## config.mk

```make
export PLATFORM = sky130hd
export DESIGN_NAME = inst_queue
export DESIGN_NICKNAME = d
export VERILOG_FILES = /design/src/rtl/inst_queue_pkg.sv /design/src/rtl/inst_queue_iq_ram.sv /design/src/rtl/inst_queue.sv
export SDC_FILE = /design/constraint.sdc
export NUM_CORES = 2
export LEC_CHECK = 0
export ABC_CLOCK_PERIOD_IN_PS = 10500
export CAP_MARGIN = 5
export CELL_PAD_IN_SITES_DETAIL_PLACEMENT = 1
export CELL_PAD_IN_SITES_GLOBAL_PLACEMENT = 1
export CORE_ASPECT_RATIO = 0.8
export CORE_UTILIZATION = 47
export CTS_CLUSTER_SIZE = 40
export DETAILED_ROUTE_END_ITERATION = 8
export PLACE_DENSITY = 0.8
export SLEW_MARGIN = 20
export SYNTH_ARGS = -nofsm -noshare
export SYNTH_HDL_FRONTEND = slang
export SYNTH_SLANG_ARGS = --single-unit
```

## constraint.sdc

```tcl
create_clock -name clk -period 10.5 [get_ports clk]
set_clock_uncertainty 0.15 [all_clocks]
set_input_delay 2.1 -clock clk [delete_from_list [all_inputs] [get_ports clk]]
set_output_delay 2.1 -clock clk [all_outputs]
set_load 0.005 [all_outputs]
```

## src/rtl/inst_queue_pkg.sv

```systemverilog
// Shared widths, the stored entry layout and small helpers for the fetch-to-decode instruction queue.
package inst_queue_pkg;
   localparam int unsigned INST_W      = 32;
   localparam int unsigned PC_W        = 32;
   localparam int unsigned FETCH_LANES = 2;
   localparam int unsigned ISSUE_LANES = 2;

   typedef struct packed {
      logic [PC_W-1:0]   pc;
      logic [INST_W-1:0] inst;
   } iq_entry_t;

   typedef enum logic [1:0] {
      FL_NONE,
      FL_ALL,
      FL_KEEP_DS
   } flush_e;

   function automatic logic [1:0] lane_count(input logic [1:0] v);
      return {1'b0, v[0]} + {1'b0, v[1]};
   endfunction
endpackage

```

## src/rtl/inst_queue_iq_ram.sv

```systemverilog
// Queue storage: two write ports for a compacted fetch pair, two async read ports for show-ahead issue.
module inst_queue_iq_ram
   import inst_queue_pkg::*;
#(
   parameter int unsigned DEPTH = 16,
   parameter int unsigned AW    = 4
) (
   input  logic          clk,
   input  logic          i_we0,
   input  logic [AW-1:0] i_waddr0,
   input  iq_entry_t     i_wdata0,
   input  logic          i_we1,
   input  logic [AW-1:0] i_waddr1,
   input  iq_entry_t     i_wdata1,
   input  logic [AW-1:0] i_raddr0,
   input  logic [AW-1:0] i_raddr1,
   output iq_entry_t     o_rdata0,
   output iq_entry_t     o_rdata1
);
   iq_entry_t r_mem [DEPTH];

   // Write addresses are always tail and tail+1, so the two ports never collide.
   always_ff @(posedge clk) begin
      if (i_we0) r_mem[i_waddr0] <= i_wdata0;
      if (i_we1) r_mem[i_waddr1] <= i_wdata1;
   end

   assign o_rdata0 = r_mem[i_raddr0];
   assign o_rdata1 = r_mem[i_raddr1];
endmodule

```

## src/rtl/inst_queue.sv

```systemverilog
// Circular instruction queue between 2-wide fetch and dual-issue decode: compaction, clipped pop,
// overflow drop, almost-full stall and flush that can preserve the branch delay-slot entry.
module inst_queue
   import inst_queue_pkg::*;
#(
   parameter  int unsigned DEPTH    = 16,
   parameter  int unsigned AF_SLACK = 4,
   localparam int unsigned CNT_W    = $clog2(DEPTH) + 1
) (
   input  logic                          clk,
   input  logic                          rst,
   input  logic                          flush,
   input  logic                          flush_keep_ds,
   input  logic [FETCH_LANES*INST_W-1:0] push_inst,
   input  logic [FETCH_LANES*PC_W-1:0]   push_pc,
   input  logic [FETCH_LANES-1:0]        push_valid,
   input  logic                          hold,
   input  logic [1:0]                    pop_cnt,
   output logic [ISSUE_LANES*INST_W-1:0] out_inst,
   output logic [ISSUE_LANES*PC_W-1:0]   out_pc,
   output logic [ISSUE_LANES-1:0]        out_valid,
   output logic [CNT_W-1:0]              count,
   output logic                          almost_full,
   output logic                          overflow_err
);
   localparam int unsigned AW = $clog2(DEPTH);

   logic [AW-1:0]    r_head, r_tail;
   logic [CNT_W-1:0] r_count;
   logic             r_ds_pending, r_overflow;

   logic [1:0]       w_pop_req, w_npop, w_npush_raw, w_npush, w_push_n;
   logic             w_fits, w_do_push, w_ovf;
   logic [AW-1:0]    w_ds_ptr;
   flush_e           w_flush;
   iq_entry_t        w_lane0, w_lane1, w_wdata0, w_rd0, w_rd1;

   always_comb begin
      w_pop_req   = pop_cnt[1] ? 2'd2 : pop_cnt;
      w_npop      = '0;
      if (!hold) w_npop = (r_count < CNT_W'(w_pop_req)) ? r_count[1:0] : w_pop_req;
      w_npush_raw = lane_count(push_valid);
      // A pending delay-slot refill admits only the oldest valid lane.
      w_npush     = (r_ds_pending && w_npush_raw != 2'd0) ? 2'd1 : w_npush_raw;
      w_fits      = (r_count + CNT_W'(w_npush)) <= CNT_W'(DEPTH);
      w_do_push   = (w_npush != 2'd0) && w_fits && !flush;
      w_ovf       = (w_npush != 2'd0) && !w_fits && !flush;
      w_push_n    = w_do_push ? w_npush : 2'd0;
      w_ds_ptr    = r_head + AW'(w_npop);
      w_flush     = !flush ? FL_NONE : (flush_keep_ds ? FL_KEEP_DS : FL_ALL);
      w_lane0     = '{pc: push_pc[PC_W-1:0],      inst: push_inst[INST_W-1:0]};
      w_lane1     = '{pc: push_pc[2*PC_W-1:PC_W], inst: push_inst[2*INST_W-1:INST_W]};
      w_wdata0    = push_valid[0] ? w_lane0 : w_lane1;
   end

   inst_queue_iq_ram #(.DEPTH(DEPTH), .AW(AW)) u_ram (
      .clk      (clk),
      .i_we0    (w_do_push),
      .i_waddr0 (r_tail),
      .i_wdata0 (w_wdata0),
      .i_we1    (w_do_push && w_npush == 2'd2),
      .i_waddr1 (r_tail + AW'(1)),
      .i_wdata1 (w_lane1),
      .i_raddr0 (r_head),
      .i_raddr1 (r_head + AW'(1)),
      .o_rdata0 (w_rd0),
      .o_rdata1 (w_rd1)
   );

   always_ff @(posedge clk) begin
      if (rst) begin
         r_head       <= '0;
         r_tail       <= '0;
         r_count      <= '0;
         r_ds_pending <= 1'b0;
         r_overflow   <= 1'b0;
      end else begin
         if (w_ovf) r_overflow <= 1'b1;
         case (w_flush)
            FL_ALL: begin
               r_head       <= '0;
               r_tail       <= '0;
               r_count      <= '0;
               r_ds_pending <= 1'b0;
            end
            FL_KEEP_DS: begin
               r_head <= w_ds_ptr;
               if (r_count > CNT_W'(w_npop)) begin
                  r_tail       <= w_ds_ptr + AW'(1);
                  r_count      <= CNT_W'(1);
                  r_ds_pending <= 1'b0;
               end else begin
                  r_tail       <= w_ds_ptr;
                  r_count      <= '0;
                  r_ds_pending <= 1'b1;
               end
            end
            default: begin
               r_head  <= r_head + AW'(w_npop);
               r_tail  <= r_tail + AW'(w_push_n);
               r_count <= r_count + CNT_W'(w_push_n) - CNT_W'(w_npop);
               if (w_do_push) r_ds_pending <= 1'b0;
            end
         endcase
      end
   end

   assign out_valid    = {r_count >= CNT_W'(2), r_count != '0};
   assign out_pc       = {out_valid[1] ? w_rd1.pc   : '0, out_valid[0] ? w_rd0.pc   : '0};
   assign out_inst     = {out_valid[1] ? w_rd1.inst : '0, out_valid[0] ? w_rd0.inst : '0};
   assign count        = r_count;
   assign almost_full  = r_count >= CNT_W'(DEPTH - AF_SLACK);
   assign overflow_err = r_overflow;
endmodule

```

==> results.sh <==
export IMPL_grt_ovfl_total=0
export IMPL_hp_class="flip-flop to flip-flop"
export IMPL_yosysWarningCount=0
export IMPL_total_power_mw=13.2
export IMPL_post_synth_top_count_cell="edfxtp_1"
export IMPL_critical_path_startpoint_type="flip-flop"
export IMPL_fin_crit_sh_pct=72.4
export IMPL_cts_made_buffers=113
export IMPL_avgSynthCellArea_um2=17.0
export IMPL_synth_top_cell_area_share_pct=49.6
export IMPL_drv_cap=0
export IMPL_synth_cells=3641
export IMPL_setup_viol_count_final=0
export IMPL_grt_pass1_vias=39630
export IMPL_clk_path_buf_depth=3
export IMPL_cts_clk_slew_worst_paths_ns=0.06
export IMPL_post_route_drc_count=0
export IMPL_final_cell_count_no_fill=5518
export IMPL_min_from="r_ds_pending"
export IMPL_synth_edf_count=1024
export IMPL_cts_tree="yes"
export IMPL_hold_viol=0
export IMPL_dieArea_um2=133000
export IMPL_vias=38128
export IMPL_io_buffers=273
export IMPL_ys_ff_latch=1039
export IMPL_cts_resized_gates=0
export IMPL_fin_crit_ns=7.60
export IMPL_worstPathCellList="nand3_1 -> xor2_4 -> buf_4 -> mux2i_1 -> a211oi_1 -> clkdlybuf4s50_1"
export IMPL_via_per_inst=6.91
export IMPL_n_fill_cell=11723
export IMPL_post_dp_hpwl_um=112000
export IMPL_clock_latency_ns=0.72
export IMPL_fmax_ghz=0.132
export IMPL_cellPowerDensity_nw_per_um2=189
export IMPL_worst_setup_path_type="flip-flop to output pin"
export IMPL_worstMarginPinSlew_ns=1.22
export IMPL_slew_headroom_pct=18.4
export IMPL_reg2reg_from="count[1]"
export IMPL_initial_utilization_pct=47.6
export IMPL_yosys_area_top_type="edfxtp_1"
export IMPL_postLayoutCoreUtil_pct=53.6
export IMPL_gp_congestion=0.816
export IMPL_fin_hold_ws_ns=0.402
export IMPL_pin_count=274
export IMPL_htreeDepth=3
export IMPL_fp_dieH_um=327
export IMPL_cts_hold_repair_buffers=0
export IMPL_finalSetupTns_ns=0
export IMPL_cp_end_kind="output pin"
export IMPL_num_rows=118
export IMPL_post_cts_buffers=0
export IMPL_drive_gt1_share_pct=45.9
export IMPL_antenna_found_initial=6
export IMPL_crit_fanout=51
export IMPL_worstPathArrival_ns=5.35
export IMPL_grt_pass1_wl_um=281000
export IMPL_grt_max_degree=137
export IMPL_rsz0062_at_grt="false"
export IMPL_area_growth_synth_to_final_pct=12.5
export IMPL_die_x_um=408
export IMPL_synth_distinct_cells=49
export IMPL_syn_num_nets=3804
export IMPL_regArea_um2=31100
export IMPL_slowest_stage="a211oi_1"
export IMPL_async_reset_ff_share_pct=0
export IMPL_wl_per_cell_um=35.0
export IMPL_status="complete, no violations"
export IMPL_drt_iter0_drc=4603
export IMPL_r2r_setup_slack_ns=5.77
export IMPL_drt_wl_total_um=193000
export IMPL_core_area_um2=130000
export IMPL_placed_cells=5311
export IMPL_drv_slew=0
export IMPL_dr_pass1_iters=7
export IMPL_clock_sinks=1039
export IMPL_syn_area_um2=62000
export IMPL_synth_seq_area_share_pct=50.1
export IMPL_multi_input_area_um2=29400
export IMPL_p_leak_nw=22.1
export IMPL_critPathRequiredTime_ns=8.25
export IMPL_crit_buf_inv=2
export IMPL_grt_usage_pct=28.7
export IMPL_synthTopCellsByArea="edfxtp_1 (50%), mux4_2 (21%), mux2_2 (15%)"
export IMPL_antenna_left=0
export IMPL_root_buffer="clkbuf_16"
export IMPL_vdd_drop_max_uv=235
export IMPL_crit_start="r_head[0]"
export IMPL_cp_slowest_stage_delay_ns=0.93
export IMPL_yosys_top_cells_count="edfxtp_1 (1024), mux2_2 (823), mux4_2 (576), clkbuf_1 (242), mux2_1 (205)"
export IMPL_crit_family="buffers and inverters"
export IMPL_nNetsFinal=3853
export IMPL_ys_flop_type="edfxtp_1"
flip-flops by register name, summed over array words and instances (netlist names):
name and count:
overflow_err 1, r_ds_pending 1, r_tail 4, count 5, r_head 4, u_ram.r_mem 1024
routing by layer:
layer,vias up,GRT usage (%),wire [um]
met5,-,0,26
met4,4,8.12,5470
met3,315,5.08,16500
met2,2042,45.2,91300
met1,20600,41.1,79700
li1,15167,-,-
final cells by class:
cell class / instances / area share [%]
multi-input combinational: 2159 / 42.1
antenna: 2 / 0.00717
tap: 1740 / 3.12
clock buffer: 145 / 4.32
clock inverter: 56 / 0.703
sequential: 1039 / 44.5
timing repair buffer: 358 / 5.12
inverter: 19 / 0.102
placed cells by master (no fill, tap or decap), types with 21 or more instances in the layout:
| cell | instances |
|---|---|
| a211oi_1 | 129 |
| buf_4 | 70 |
| clkbuf_1 | 29 |
| clkbuf_16 | 116 |
| clkdlybuf4s50_1 | 272 |
| clkinv_1 | 21 |
| edfxtp_1 | 1024 |
| ha_1 | 21 |
| mux2_1 | 205 |
| mux2_2 | 823 |
| mux2_4 | 60 |
| mux2i_1 | 68 |
| mux4_2 | 576 |
| nor2b_1 | 135 |
final timing paths:
path,to,depth (start not counted)
worst min register to register,r_ds_pending,2
worst min-delay path,r_ds_pending,2
worst max register to register,u_ram.r_mem[4][43],8
worst max-delay path,out_pc[33],6
cells by family (layout without fill, tap and decap cells):
kind of cell	after synthesis	count (layout)	synth area share (%)
muxes	1732	1732	42.1
DFF	1039	1039	50.1
buffers and inverters	443	578	2.99
and+or+nand+nor	229	229	2.19
AOI/OAI and AO/OA	160	160	1.89
adders and majority gates	26	26	0.573
xor gates and xnor gates	12	12	0.169
other	0	2	0
where the power goes:
group          switching [mW]  leakage [nW]  internal (mW)  total [mW]
registers               0.119          9.36           4.76        4.88
clock network            1.71          1.71           2.21        3.92
logic                    2.18          11.1           2.21        4.40
total                    4.02          22.1           9.18        13.2
per-stage QoR:
step	instance area (um2)	setup WS, ns
finish	69800	2.90
global route	69800	2.58
CTS	69700	2.85
detailed placement	66200	2.77
global placement	66200	2.83
floorplan	62000	0.673
worst min-delay path: stages (launching register included):
cell	delay, ns
dfxtp_1	0.36
nand2_1	0.08
o22ai_1	0.07
Power figures use the tool's default switching activity.
